===== src/rtl/bicubic_pkg.sv =====
// Shared constants for the bicubic tap fetcher: default geometry, tap count, FSM encoding.
package bicubic_pkg;

  localparam int IMG_W_DEF  = 100;
  localparam int IMG_H_DEF  = 100;
  localparam int ADDR_W_DEF = 14;
  localparam int PIX_W_DEF  = 8;
  localparam int NUM_TAPS   = 4;

  typedef enum logic [1:0] {
    ST_IDLE  = 2'd0,
    ST_READ  = 2'd1,
    ST_DRAIN = 2'd2,
    ST_HOLD  = 2'd3
  } state_t;

endpackage


===== src/rtl/bicubic_tap_fetch_if.sv =====
// Request, ROM and tap handshake bundle of the bicubic tap fetcher.
// The master modport is the fetcher; slave is its environment (requester, ROM, cubic core).
interface bicubic_tap_fetch_if
  import bicubic_pkg::*;
#(
  parameter int ADDR_W = ADDR_W_DEF,
  parameter int PIX_W  = PIX_W_DEF
);
  logic              req_valid;
  logic              req_ready;
  logic [6:0]        req_x;
  logic [6:0]        req_y;
  logic              req_dir;
  logic              rom_ce;
  logic [ADDR_W-1:0] rom_addr;
  logic [PIX_W-1:0]  rom_q;
  logic              tap_valid;
  logic              tap_ready;
  logic [PIX_W-1:0]  tap0;
  logic [PIX_W-1:0]  tap1;
  logic [PIX_W-1:0]  tap2;
  logic [PIX_W-1:0]  tap3;
  logic              busy;

  modport master (
    input  req_valid, req_x, req_y, req_dir, rom_q, tap_ready,
    output req_ready, rom_ce, rom_addr, tap_valid, tap0, tap1, tap2, tap3, busy
  );

  modport slave (
    output req_valid, req_x, req_y, req_dir, rom_q, tap_ready,
    input  req_ready, rom_ce, rom_addr, tap_valid, tap0, tap1, tap2, tap3, busy
  );
endinterface


===== src/rtl/bicubic_addr_gen.sv =====
// Combinational tap address generator: edge-clamps tap k and the orthogonal
// coordinate, then forms row*IMG_W + col with a constant multiply.
module bicubic_addr_gen
  import bicubic_pkg::*;
#(
  parameter int IMG_W  = IMG_W_DEF,
  parameter int IMG_H  = IMG_H_DEF,
  parameter int ADDR_W = ADDR_W_DEF
) (
  input  logic [6:0]        x_i,
  input  logic [6:0]        y_i,
  input  logic              dir_i,
  input  logic [1:0]        k_i,
  output logic [6:0]        coord_o,
  output logic [ADDR_W-1:0] addr_o
);

  logic [6:0]        c;
  logic [6:0]        o;
  logic [6:0]        c_max;
  logic [6:0]        o_max;
  logic [6:0]        o_clamp;
  logic [6:0]        row;
  logic [6:0]        col;
  logic signed [8:0] ck;

  always_comb begin
    c     = dir_i ? y_i : x_i;
    o     = dir_i ? x_i : y_i;
    c_max = dir_i ? 7'(IMG_H - 1) : 7'(IMG_W - 1);
    o_max = dir_i ? 7'(IMG_W - 1) : 7'(IMG_H - 1);
    // 9-bit signed so both c-1 = -1 and 127+2 are representable without wrap
    ck    = $signed({2'b00, c}) + $signed({7'b0, k_i}) - 9'sd1;
    if (ck[8]) begin
      coord_o = '0;
    end else if (ck[7:0] > {1'b0, c_max}) begin
      coord_o = c_max;
    end else begin
      coord_o = ck[6:0];
    end
    o_clamp = (o > o_max) ? o_max : o;
    row     = dir_i ? coord_o : o_clamp;
    col     = dir_i ? o_clamp : coord_o;
    addr_o  = ADDR_W'(row) * ADDR_W'(IMG_W) + ADDR_W'(col);
  end

endmodule


===== src/rtl/bicubic_tap_fetch.sv =====
// Bicubic tap fetcher: reads P(-1)..P(2) around a request from the source ROM
// and hands them to the cubic core. Optional shift-reuse under `TAP_REUSE_EN.
//
// state    | meaning
// IDLE     | waiting for a request, req_ready=1
// READ     | rom_ce=1, address of tap k; captures tap k-1 from rom_q
// DRAIN    | last ROM word returns, captured into tap3
// HOLD     | tap_valid=1 until the cubic core takes the taps
module bicubic_tap_fetch
  import bicubic_pkg::*;
#(
  parameter int IMG_W  = IMG_W_DEF,
  parameter int IMG_H  = IMG_H_DEF,
  parameter int ADDR_W = ADDR_W_DEF,
  parameter int PIX_W  = PIX_W_DEF
) (
  input logic                 clk,
  input logic                 rst,
  bicubic_tap_fetch_if.master bus
);

  state_t            state_q, state_d;
  logic [1:0]        k_q, k_d;
  logic [6:0]        x_q, x_d;
  logic [6:0]        y_q, y_d;
  logic              dir_q, dir_d;
  logic [PIX_W-1:0]  tap_q [NUM_TAPS];
  logic [PIX_W-1:0]  tap_d [NUM_TAPS];
  logic [ADDR_W-1:0] gen_addr;
  logic [6:0]        unused_coord;
  logic              cap_en;

  bicubic_addr_gen #(
    .IMG_W  (IMG_W),
    .IMG_H  (IMG_H),
    .ADDR_W (ADDR_W)
  ) u_addr_gen (
    .x_i     (x_q),
    .y_i     (y_q),
    .dir_i   (dir_q),
    .k_i     (k_q),
    .coord_o (unused_coord),
    .addr_o  (gen_addr)
  );

`ifdef TAP_REUSE_EN
  logic       reuse_q, reuse_d;
  logic       prev_vld_q, prev_vld_d;
  logic       prev_dir_q, prev_dir_d;
  logic [6:0] prev_c_q, prev_c_d;
  logic [6:0] prev_o_q, prev_o_d;
  logic [6:0] new_c;
  logic [6:0] new_o;
  logic [6:0] new_c_max;
  logic [6:0] new_o_max;
  logic       reuse_hit;

  // A hit needs both the previous and the new window fully inside the image
  always_comb begin
    new_c     = bus.req_dir ? bus.req_y : bus.req_x;
    new_o     = bus.req_dir ? bus.req_x : bus.req_y;
    new_c_max = bus.req_dir ? 7'(IMG_H - 1) : 7'(IMG_W - 1);
    new_o_max = bus.req_dir ? 7'(IMG_W - 1) : 7'(IMG_H - 1);
    reuse_hit = prev_vld_q && (bus.req_dir == prev_dir_q) && (new_o == prev_o_q) &&
                ({1'b0, new_c} == ({1'b0, prev_c_q} + 8'd1)) && (new_c >= 7'd2) &&
                (({1'b0, new_c} + 8'd2) <= {1'b0, new_c_max}) && (new_o <= new_o_max);
  end
  assign cap_en = (k_q != 2'd0) && !reuse_q;
`else
  assign cap_en = (k_q != 2'd0);
`endif

  always_comb begin
    state_d       = state_q;
    k_d           = k_q;
    x_d           = x_q;
    y_d           = y_q;
    dir_d         = dir_q;
    tap_d         = tap_q;
    bus.req_ready = 1'b0;
    bus.rom_ce    = 1'b0;
    bus.tap_valid = 1'b0;
`ifdef TAP_REUSE_EN
    reuse_d    = reuse_q;
    prev_vld_d = prev_vld_q;
    prev_dir_d = prev_dir_q;
    prev_c_d   = prev_c_q;
    prev_o_d   = prev_o_q;
`endif
    case (state_q)
      ST_IDLE: begin
        bus.req_ready = 1'b1;
        if (bus.req_valid) begin
          x_d     = bus.req_x;
          y_d     = bus.req_y;
          dir_d   = bus.req_dir;
          k_d     = 2'd0;
          state_d = ST_READ;
`ifdef TAP_REUSE_EN
          reuse_d = reuse_hit;
          if (reuse_hit) begin
            k_d      = 2'd3;
            tap_d[0] = tap_q[1];
            tap_d[1] = tap_q[2];
            tap_d[2] = tap_q[3];
          end
`endif
        end
      end
      ST_READ: begin
        bus.rom_ce = 1'b1;
        if (cap_en) begin
          tap_d[k_q - 2'd1] = bus.rom_q;
        end
        k_d = k_q + 2'd1;
        if (k_q == 2'd3) begin
          state_d = ST_DRAIN;
        end
      end
      ST_DRAIN: begin
        tap_d[3] = bus.rom_q;
        state_d  = ST_HOLD;
      end
      ST_HOLD: begin
        bus.tap_valid = 1'b1;
        if (bus.tap_ready) begin
          state_d = ST_IDLE;
`ifdef TAP_REUSE_EN
          prev_vld_d = 1'b1;
          prev_dir_d = dir_q;
          prev_c_d   = dir_q ? y_q : x_q;
          prev_o_d   = dir_q ? x_q : y_q;
`endif
        end
      end
      default: state_d = ST_IDLE;
    endcase
  end

  always_ff @(posedge clk or negedge rst) begin
    if (!rst) begin
      state_q <= ST_IDLE;
      k_q     <= '0;
      x_q     <= '0;
      y_q     <= '0;
      dir_q   <= 1'b0;
      tap_q   <= '{default: '0};
`ifdef TAP_REUSE_EN
      reuse_q    <= 1'b0;
      prev_vld_q <= 1'b0;
      prev_dir_q <= 1'b0;
      prev_c_q   <= '0;
      prev_o_q   <= '0;
`endif
    end else begin
      state_q <= state_d;
      k_q     <= k_d;
      x_q     <= x_d;
      y_q     <= y_d;
      dir_q   <= dir_d;
      tap_q   <= tap_d;
`ifdef TAP_REUSE_EN
      reuse_q    <= reuse_d;
      prev_vld_q <= prev_vld_d;
      prev_dir_q <= prev_dir_d;
      prev_c_q   <= prev_c_d;
      prev_o_q   <= prev_o_d;
`endif
    end
  end

  assign bus.rom_addr = (state_q == ST_READ) ? gen_addr : '0;
  assign bus.busy     = (state_q != ST_IDLE);
  assign bus.tap0     = tap_q[0];
  assign bus.tap1     = tap_q[1];
  assign bus.tap2     = tap_q[2];
  assign bus.tap3     = tap_q[3];

endmodule


===== src/flat_wrapper.sv =====
// flat-port wrapper written by rule: the top's interface ports become plain ports
module bicubic_tap_fetch_flat import bicubic_pkg::*;
#(
  parameter int IMG_W  = IMG_W_DEF,
  parameter int IMG_H  = IMG_H_DEF,
  parameter int ADDR_W = ADDR_W_DEF,
  parameter int PIX_W  = PIX_W_DEF
)
  (clk, rst, bus_req_valid, bus_req_x, bus_req_y, bus_req_dir, bus_rom_q, bus_tap_ready, bus_req_ready, bus_rom_ce, bus_rom_addr, bus_tap_valid, bus_tap0, bus_tap1, bus_tap2, bus_tap3, bus_busy);
  bicubic_tap_fetch_if #(.ADDR_W(ADDR_W), .PIX_W(PIX_W)) bus_i ();
  input logic clk;
  input logic rst;
  input wire logic [$bits(bus_i.req_valid)-1:0] bus_req_valid;
  input wire logic [$bits(bus_i.req_x)-1:0] bus_req_x;
  input wire logic [$bits(bus_i.req_y)-1:0] bus_req_y;
  input wire logic [$bits(bus_i.req_dir)-1:0] bus_req_dir;
  input wire logic [$bits(bus_i.rom_q)-1:0] bus_rom_q;
  input wire logic [$bits(bus_i.tap_ready)-1:0] bus_tap_ready;
  output wire logic [$bits(bus_i.req_ready)-1:0] bus_req_ready;
  output wire logic [$bits(bus_i.rom_ce)-1:0] bus_rom_ce;
  output wire logic [$bits(bus_i.rom_addr)-1:0] bus_rom_addr;
  output wire logic [$bits(bus_i.tap_valid)-1:0] bus_tap_valid;
  output wire logic [$bits(bus_i.tap0)-1:0] bus_tap0;
  output wire logic [$bits(bus_i.tap1)-1:0] bus_tap1;
  output wire logic [$bits(bus_i.tap2)-1:0] bus_tap2;
  output wire logic [$bits(bus_i.tap3)-1:0] bus_tap3;
  output wire logic [$bits(bus_i.busy)-1:0] bus_busy;
  assign bus_i.req_valid = bus_req_valid;
  assign bus_i.req_x = bus_req_x;
  assign bus_i.req_y = bus_req_y;
  assign bus_i.req_dir = bus_req_dir;
  assign bus_i.rom_q = bus_rom_q;
  assign bus_i.tap_ready = bus_tap_ready;
  assign bus_req_ready = bus_i.req_ready;
  assign bus_rom_ce = bus_i.rom_ce;
  assign bus_rom_addr = bus_i.rom_addr;
  assign bus_tap_valid = bus_i.tap_valid;
  assign bus_tap0 = bus_i.tap0;
  assign bus_tap1 = bus_i.tap1;
  assign bus_tap2 = bus_i.tap2;
  assign bus_tap3 = bus_i.tap3;
  assign bus_busy = bus_i.busy;
  bicubic_tap_fetch #(.IMG_W(IMG_W), .IMG_H(IMG_H), .ADDR_W(ADDR_W), .PIX_W(PIX_W)) u_core (.clk(clk), .rst(rst), .bus(bus_i));
endmodule

===== config.mk =====
export PLATFORM = sky130hd
export DESIGN_NAME = bicubic_tap_fetch_flat
export DESIGN_NICKNAME = d
export VERILOG_FILES = /design/src/rtl/bicubic_pkg.sv /design/src/rtl/bicubic_tap_fetch_if.sv /design/src/rtl/bicubic_addr_gen.sv /design/src/rtl/bicubic_tap_fetch.sv /design/src/flat_wrapper.sv
export SDC_FILE = /design/constraint.sdc
export NUM_CORES = 1
export LEC_CHECK = 0
export ABC_AREA = 1
export CORE_ASPECT_RATIO = 0.9
export CORE_MARGIN = 1
export CORE_UTILIZATION = 30
export CTS_BUF_LIST = sky130_fd_sc_hd__clkbuf_16
export CTS_CLUSTER_DIAMETER = 30
export DETAILED_ROUTE_END_ITERATION = 16
export GPL_ROUTABILITY_DRIVEN = 0
export REMOVE_ABC_BUFFERS = 1
export SKIP_CTS_REPAIR_TIMING = 1
export SLEW_MARGIN = 20
export SYNTH_ARGS = -nofsm -noshare
export SYNTH_HDL_FRONTEND = slang
export SYNTH_SLANG_ARGS = --single-unit

===== constraint.sdc =====
create_clock -name clk -period 10.5 [get_ports clk]
set_clock_uncertainty 0.1 [all_clocks]
set_input_delay 1.05 -clock clk [delete_from_list [all_inputs] [get_ports clk]]
set_output_delay 1.05 -clock clk [all_outputs]
set_load 0.005 [all_outputs]

Word level (Yosys, flattened, before mapping) --
Cells that the tools add are included.
Cells by class: bitwise operators 1, shift operators 0, add/sub/neg operators 5, multiplexer cells 22, reduce and logical (&&, ||, !) cells 11, div/mod/pow operators 0, multipliers 1, order comparisons 4, eq/ne operators 8
Operator list (count):
- two-way mux 7 bit | 7
- bitwise mux 32 bit | 1
- demux 8 bit (select 2 bit) | 1
- two-way mux 8 bit | 2
- one-hot mux 8 bit (2 select lines) | 1
- adder 14 x 7 -> 14 bit | 1
- two-way mux 14 bit | 1
- multiplier 7 x 5 -> 12 bit, second input constant | 1
- subtractor 8 x 1 -> 9 bit, second input constant | 1
- adder 7 x 2 -> 8 bit | 1
- greater-than comparator 8 x 7 -> 1 bit, second input constant | 1
- two-way mux 2 bit | 4
- one-hot mux 2 bit (4 select lines) | 1
- AND reduction 2 bit | 4
- nonzero test 2 bit | 4
- greater-than comparator 7 bit, second input constant | 1
- == test 2 bit, second input constant | 3
- != test 2 x 1 -> 1 bit, second input constant | 2
- != test 2 bit, second input constant | 2
- one-hot mux 2 bit (2 select lines) | 1
- >= comparator 3 bit, second input constant | 1
- < comparator 3 x 1 -> 1 bit, second input constant | 1
- two-way mux 1 bit | 3
- NOT 2 -> 3 bit | 1
- other kinds (6) | 6
Storage, ports and cells: output and inout port bits 50, register bits after elaboration 51, memories 0, ROM bits 0, input bits 27, RAM bits 0, logic and storage cells 61, latch bits 0

Longest topological paths before layout --
depth in word-level cells 10, gate-level depth with buffers 37, mapped depth without buffers 35

Cells and area by module --
From an unflattened synthesis, not the netlist that was laid out.
Unflattened totals: cells, all modules 560, area total of the unflattened synthesis 4227.8 um^2
By module, submodules not included:
- bicubic_tap_fetch | cells each 255, times used 1, seq. area each 1276.2 um^2, area each 2366.0 um^2
- bicubic_addr_gen | cells each 305, times used 1, seq. area each 0.0 um^2, area each 1861.8 um^2

Worst setup path before layout --
Ideal clock, no wire load.
path type register to output, start point register u_core.dir_q, end point output port bus_rom_addr[13], data arrival time 5.096 ns, required time 9.350 ns, path buffers 3, slack 4.254 ns, stages on the path, launching flop included 37, cell sequence dfrtp_1 -> buf_6 -> buf_2 -> buf_1 -> nand2_1 -> o21ai_0 -> ha_1 -> inv_1 -> ha_1 -> inv_1 -> fa_1 -> inv_1 -> nand2_1 -> nand2_1 -> xor2_1 -> nand2_1 -> nor2_1 -> nor2_2 -> nand4_1 -> nand2_1 -> ha_1 -> ha_1 -> inv_1 -> fa_1 -> inv_1 -> ha_1 -> nand2_1 -> nand2_1 -> inv_1 -> nand2_1 -> nand2_1 -> nand2_1 -> inv_1 -> nand3_2 -> nor2_1 -> a21oi_1 -> nor2_1
On the way: longest elaborated chain between the ends 10, elaborated cells between the ends (all ways) 14, those cells by class add/sub (3); mul (1); order compare (2); mux (8)
RTL lines:
- from (decl) | RTL line bicubic_tap_fetch.sv:26 | logic dir_q, dir_d;
- from (signal assigned) | RTL line bicubic_tap_fetch.sv:160 | dir_q <= dir_d;
- two-way mux 7 bit | RTL line bicubic_addr_gen.sv:28 | c = dir_i ? y_i : x_i;
- adder 7 x 2 -> 8 bit | RTL line bicubic_addr_gen.sv:33 | ck = $signed({2'b00, c}) + $signed({7'b0, k_i}) - 9'sd1;
- subtractor 8 x 1 -> 9 bit | RTL line bicubic_addr_gen.sv:33
- greater-than comparator 8 x 7 -> 1 bit | RTL line bicubic_addr_gen.sv:36 | end else if (ck[7:0] > {1'b0, c_max}) begin
- two-way mux 7 bit | RTL line bicubic_addr_gen.sv:36
- two-way mux 7 bit | RTL line bicubic_addr_gen.sv:34 | if (ck[8]) begin
- two-way mux 7 bit | RTL line bicubic_addr_gen.sv:42 | row = dir_i ? coord_o : o_clamp;
- multiplier 7 x 5 -> 12 bit | RTL line bicubic_addr_gen.sv:44 | addr_o = ADDR_W'(row) * ADDR_W'(IMG_W) + ADDR_W'(col);
- adder 14 x 7 -> 14 bit * | RTL line bicubic_addr_gen.sv:44
- two-way mux 14 bit * | RTL line bicubic_tap_fetch.sv:172 | assign bus.rom_addr = (state_q == ST_READ) ? gen_addr : '0;
- to (decl) | RTL line flat_wrapper.sv:21 | output wire logic [$bits(bus_i.rom_addr)-1:0] bus_rom_addr;
Mark *: on every way between the ends. The rest lies on a longest branch, timed or not.

Worst setup path in the final report --
Same ends and word-level chain as after synthesis.

==> flow_summary.ini <==
[outcome]
outcome = finished, final reports clean

[cells_and_area]
fin_nets = 652
n_antenna_cell = 0
drive_above_1_share = 0.0646
final_util = 0.398
finalNonFillerCells = 733
area_delta_synth_final_pct = 27.1
nFillCells = 1273

[flow_run]
max-cap-violations = 0

[clock_tree]
cts_num_sinks = 51
clk_latency_ns = 0.29
tritoncts = yes
path_clk_slew_ns = 0.07
cts-root-buf = clkbuf_16
cts-buffers-inserted = 5
cts_buffer_depth = 2
cts_max_level = 2

[critical_path]
end_kind = output port
crit_path_max_fanout = 38
cp_data_arrival_time_ns = 6.16
cp.required_ns = 9.35
critPathSlowestCell = clkdlybuf4s50_1
critical_path.max_stage_delay_ns = 0.50
timing.critical_path.mode_cell = nand2_1
path_class = reg2out
startpoint_type = flop

[sta]
drv_slew = 0
final.period_utilization = 0.696
rsz0062_at_grt = false
final.min_clock_period_ns = 7.31
hold_viol_final = 0
tns_ns = 0
slew_headroom = 0.285
setup_violations = 0
tightest_slew_ns = 1.07
max_freq_mhz = 137

[placed_design]
place_inst = 725
port_buffers = 76
place.detailed.hpwl_mm = 7.39

[global_route]
track_usage = 0.147
grt_pass1_vias = 3411
antenna_found_initial = 0
grt_max_degree = 52
grt_overflow_total = 0
grt_pass1_wl_mm = 15.7

[route]
dr.pass1.iters = 5
via_per_inst = 4.82
drtIter0Drc = 171
wl_mm = 9.39
vias = 3536
drc = 0
wl_per_cell_um = 12.8
ant_nets = 0

[logic_synthesis]
syn_area_per_cell_um2 = 7.67
ys.warnings.count = 0
ys_seq_elements = 51
synth_top_cell_by_area = dfrtp_1
synth_top_area_frac = 0.332
syn-cell-area_mm2 = 0.00384
synth_area_leaders = dfrtp_1 33%, ha_1 16%, nand2_1 12%, o21ai_0 7.4%, inv_1 6.7%
synthCells = 501
synth_edf_count = 0
synthFlopType = dfrtp_1
ys_seq_area_frac = 0.332
ys_async_sr_fraction = 1.00
synth_cell_type_count = 34

[die]
die_x_um = 121
die_area_mm2 = 0.0133
start_util = 0.313
core_mm2 = 0.0123
chipHeight_um = 109
rows = 38
ios = 77

[min_path]
holdCritPathClass = reg2reg
==> synth_stat cells, types with 5 or more instances <==
cell type  instances
nand2_1          126
inv_1             69
o21ai_0           57
dfrtp_1           51
ha_1              49
a21oi_1           27
nand3_1           27
nor2_1            20
nand4_1           13
mux2_2             9
buf_2              6
clkbuf_1           5
==> per-stage QoR <==
step	hold slack, ns	setup slack [ns]	instance area, um^2
6_report	0.391	3.19	4890
5_1_grt	0.419	2.72	4890
4_1_cts	0.395	3.20	4890
3_5_place_dp	0.377	3.54	4740
3_3_place_gp	0.373	3.63	4740
2_1_floorplan	0.376	4.13	3770
==> critical path, delay by kind of cell (launching register included) <==
kind	cells	cell delay, ns
AOI/OAI and AO/OA	2	0.25
buffers and inverters	8	1.24
adders and majority gates	7	2.32
and+or+nand+nor	15	1.37
DFF	1	0.32
xor gates and xnor gates	1	0.33
==> flip-flops by register name, indices dropped and copies added, names as in the netlist <==
| signal | count |
|---|---|
| u_core.bus.tap0 | 8 |
| u_core.bus.tap1 | 8 |
| u_core.bus.tap2 | 8 |
| u_core.bus.tap3 | 8 |
| u_core.x_q | 7 |
| u_core.y_q | 7 |
| u_core.k_q | 2 |
| u_core.state_q | 2 |
| u_core.dir_q | 1 |
==> per-layer routing <==
metal,GRT usage,wire (um)
met4,0.0432,78
met1,0.199,4600
met3,0.0218,356
met2,0.244,4360
met5,0,0
==> cells by family (layout without fill, tap and decap cells) <==
| group | Yosys count | in the layout | share of synthesized area |
|---|---|---|---|
| AO/OA/AOI/OAI | 96 | 96 | 0.134 |
| flip-flops | 51 | 51 | 0.332 |
| adder cells (fa/ha/maj) | 53 | 53 | 0.180 |
| XOR/XNOR | 4 | 4 | 0.00911 |
| buffers and inverters | 86 | 158 | 0.0908 |
| AND/OR/NAND/NOR | 202 | 202 | 0.228 |
| multiplexers | 9 | 9 | 0.0264 |
==> path summary, 6_finish.rpt <==
kind                       slack [ns]  depth (start not counted)                      startpoint                              to
hold / removal                   0.39                          2  u_core.bus.tap1[7]$_DFFE_PN0P_  u_core.bus.tap1[7]$_DFFE_PN0P_
setup / recovery                 3.19                         33        u_core.dir_q$_DFFE_PN0P_                bus_rom_addr[13]
min in group asynchronous        0.77                          2                             rst  u_core.bus.tap2[1]$_DFFE_PN0P_
max in group asynchronous        9.11                          2                             rst        u_core.dir_q$_DFFE_PN0P_
setup reg to reg                 7.75                          5   u_core.state_q[1]$_DFFE_PN0P_  u_core.bus.tap3[1]$_DFFE_PN0P_
hold reg to reg                  0.39                          2  u_core.bus.tap1[7]$_DFFE_PN0P_  u_core.bus.tap1[7]$_DFFE_PN0P_
==> area by class of cell <==
| type | count | area, um^2 | share of cell area |
|---|---|---|---|
| multi-input combinational | 364 | 2220 | 0.454 |
| tap | 160 | 200 | 0.0410 |
| timing repair buffer | 78 | 771 | 0.158 |
| clock inverter | 3 | 17.5 | 0.00358 |
| sequential | 51 | 1280 | 0.261 |
| inverter | 72 | 278 | 0.0568 |
| clock buffer | 5 | 125 | 0.0256 |
==> placed cells by master, fill, tap and decap left out, types with 5 or more instances in the layout <==
cell / count
a21oi_1: 27
clkbuf_16: 5
clkdlybuf4s50_1: 75
dfrtp_1: 51
ha_1: 49
inv_1: 69
mux2_2: 9
nand2_1: 126
nand3_1: 27
nand4_1: 13
nor2_1: 20
o21ai_0: 57
Power is not shown: default switching activity piles up to over one toggle a cycle in this logic, so the estimate is an artifact.
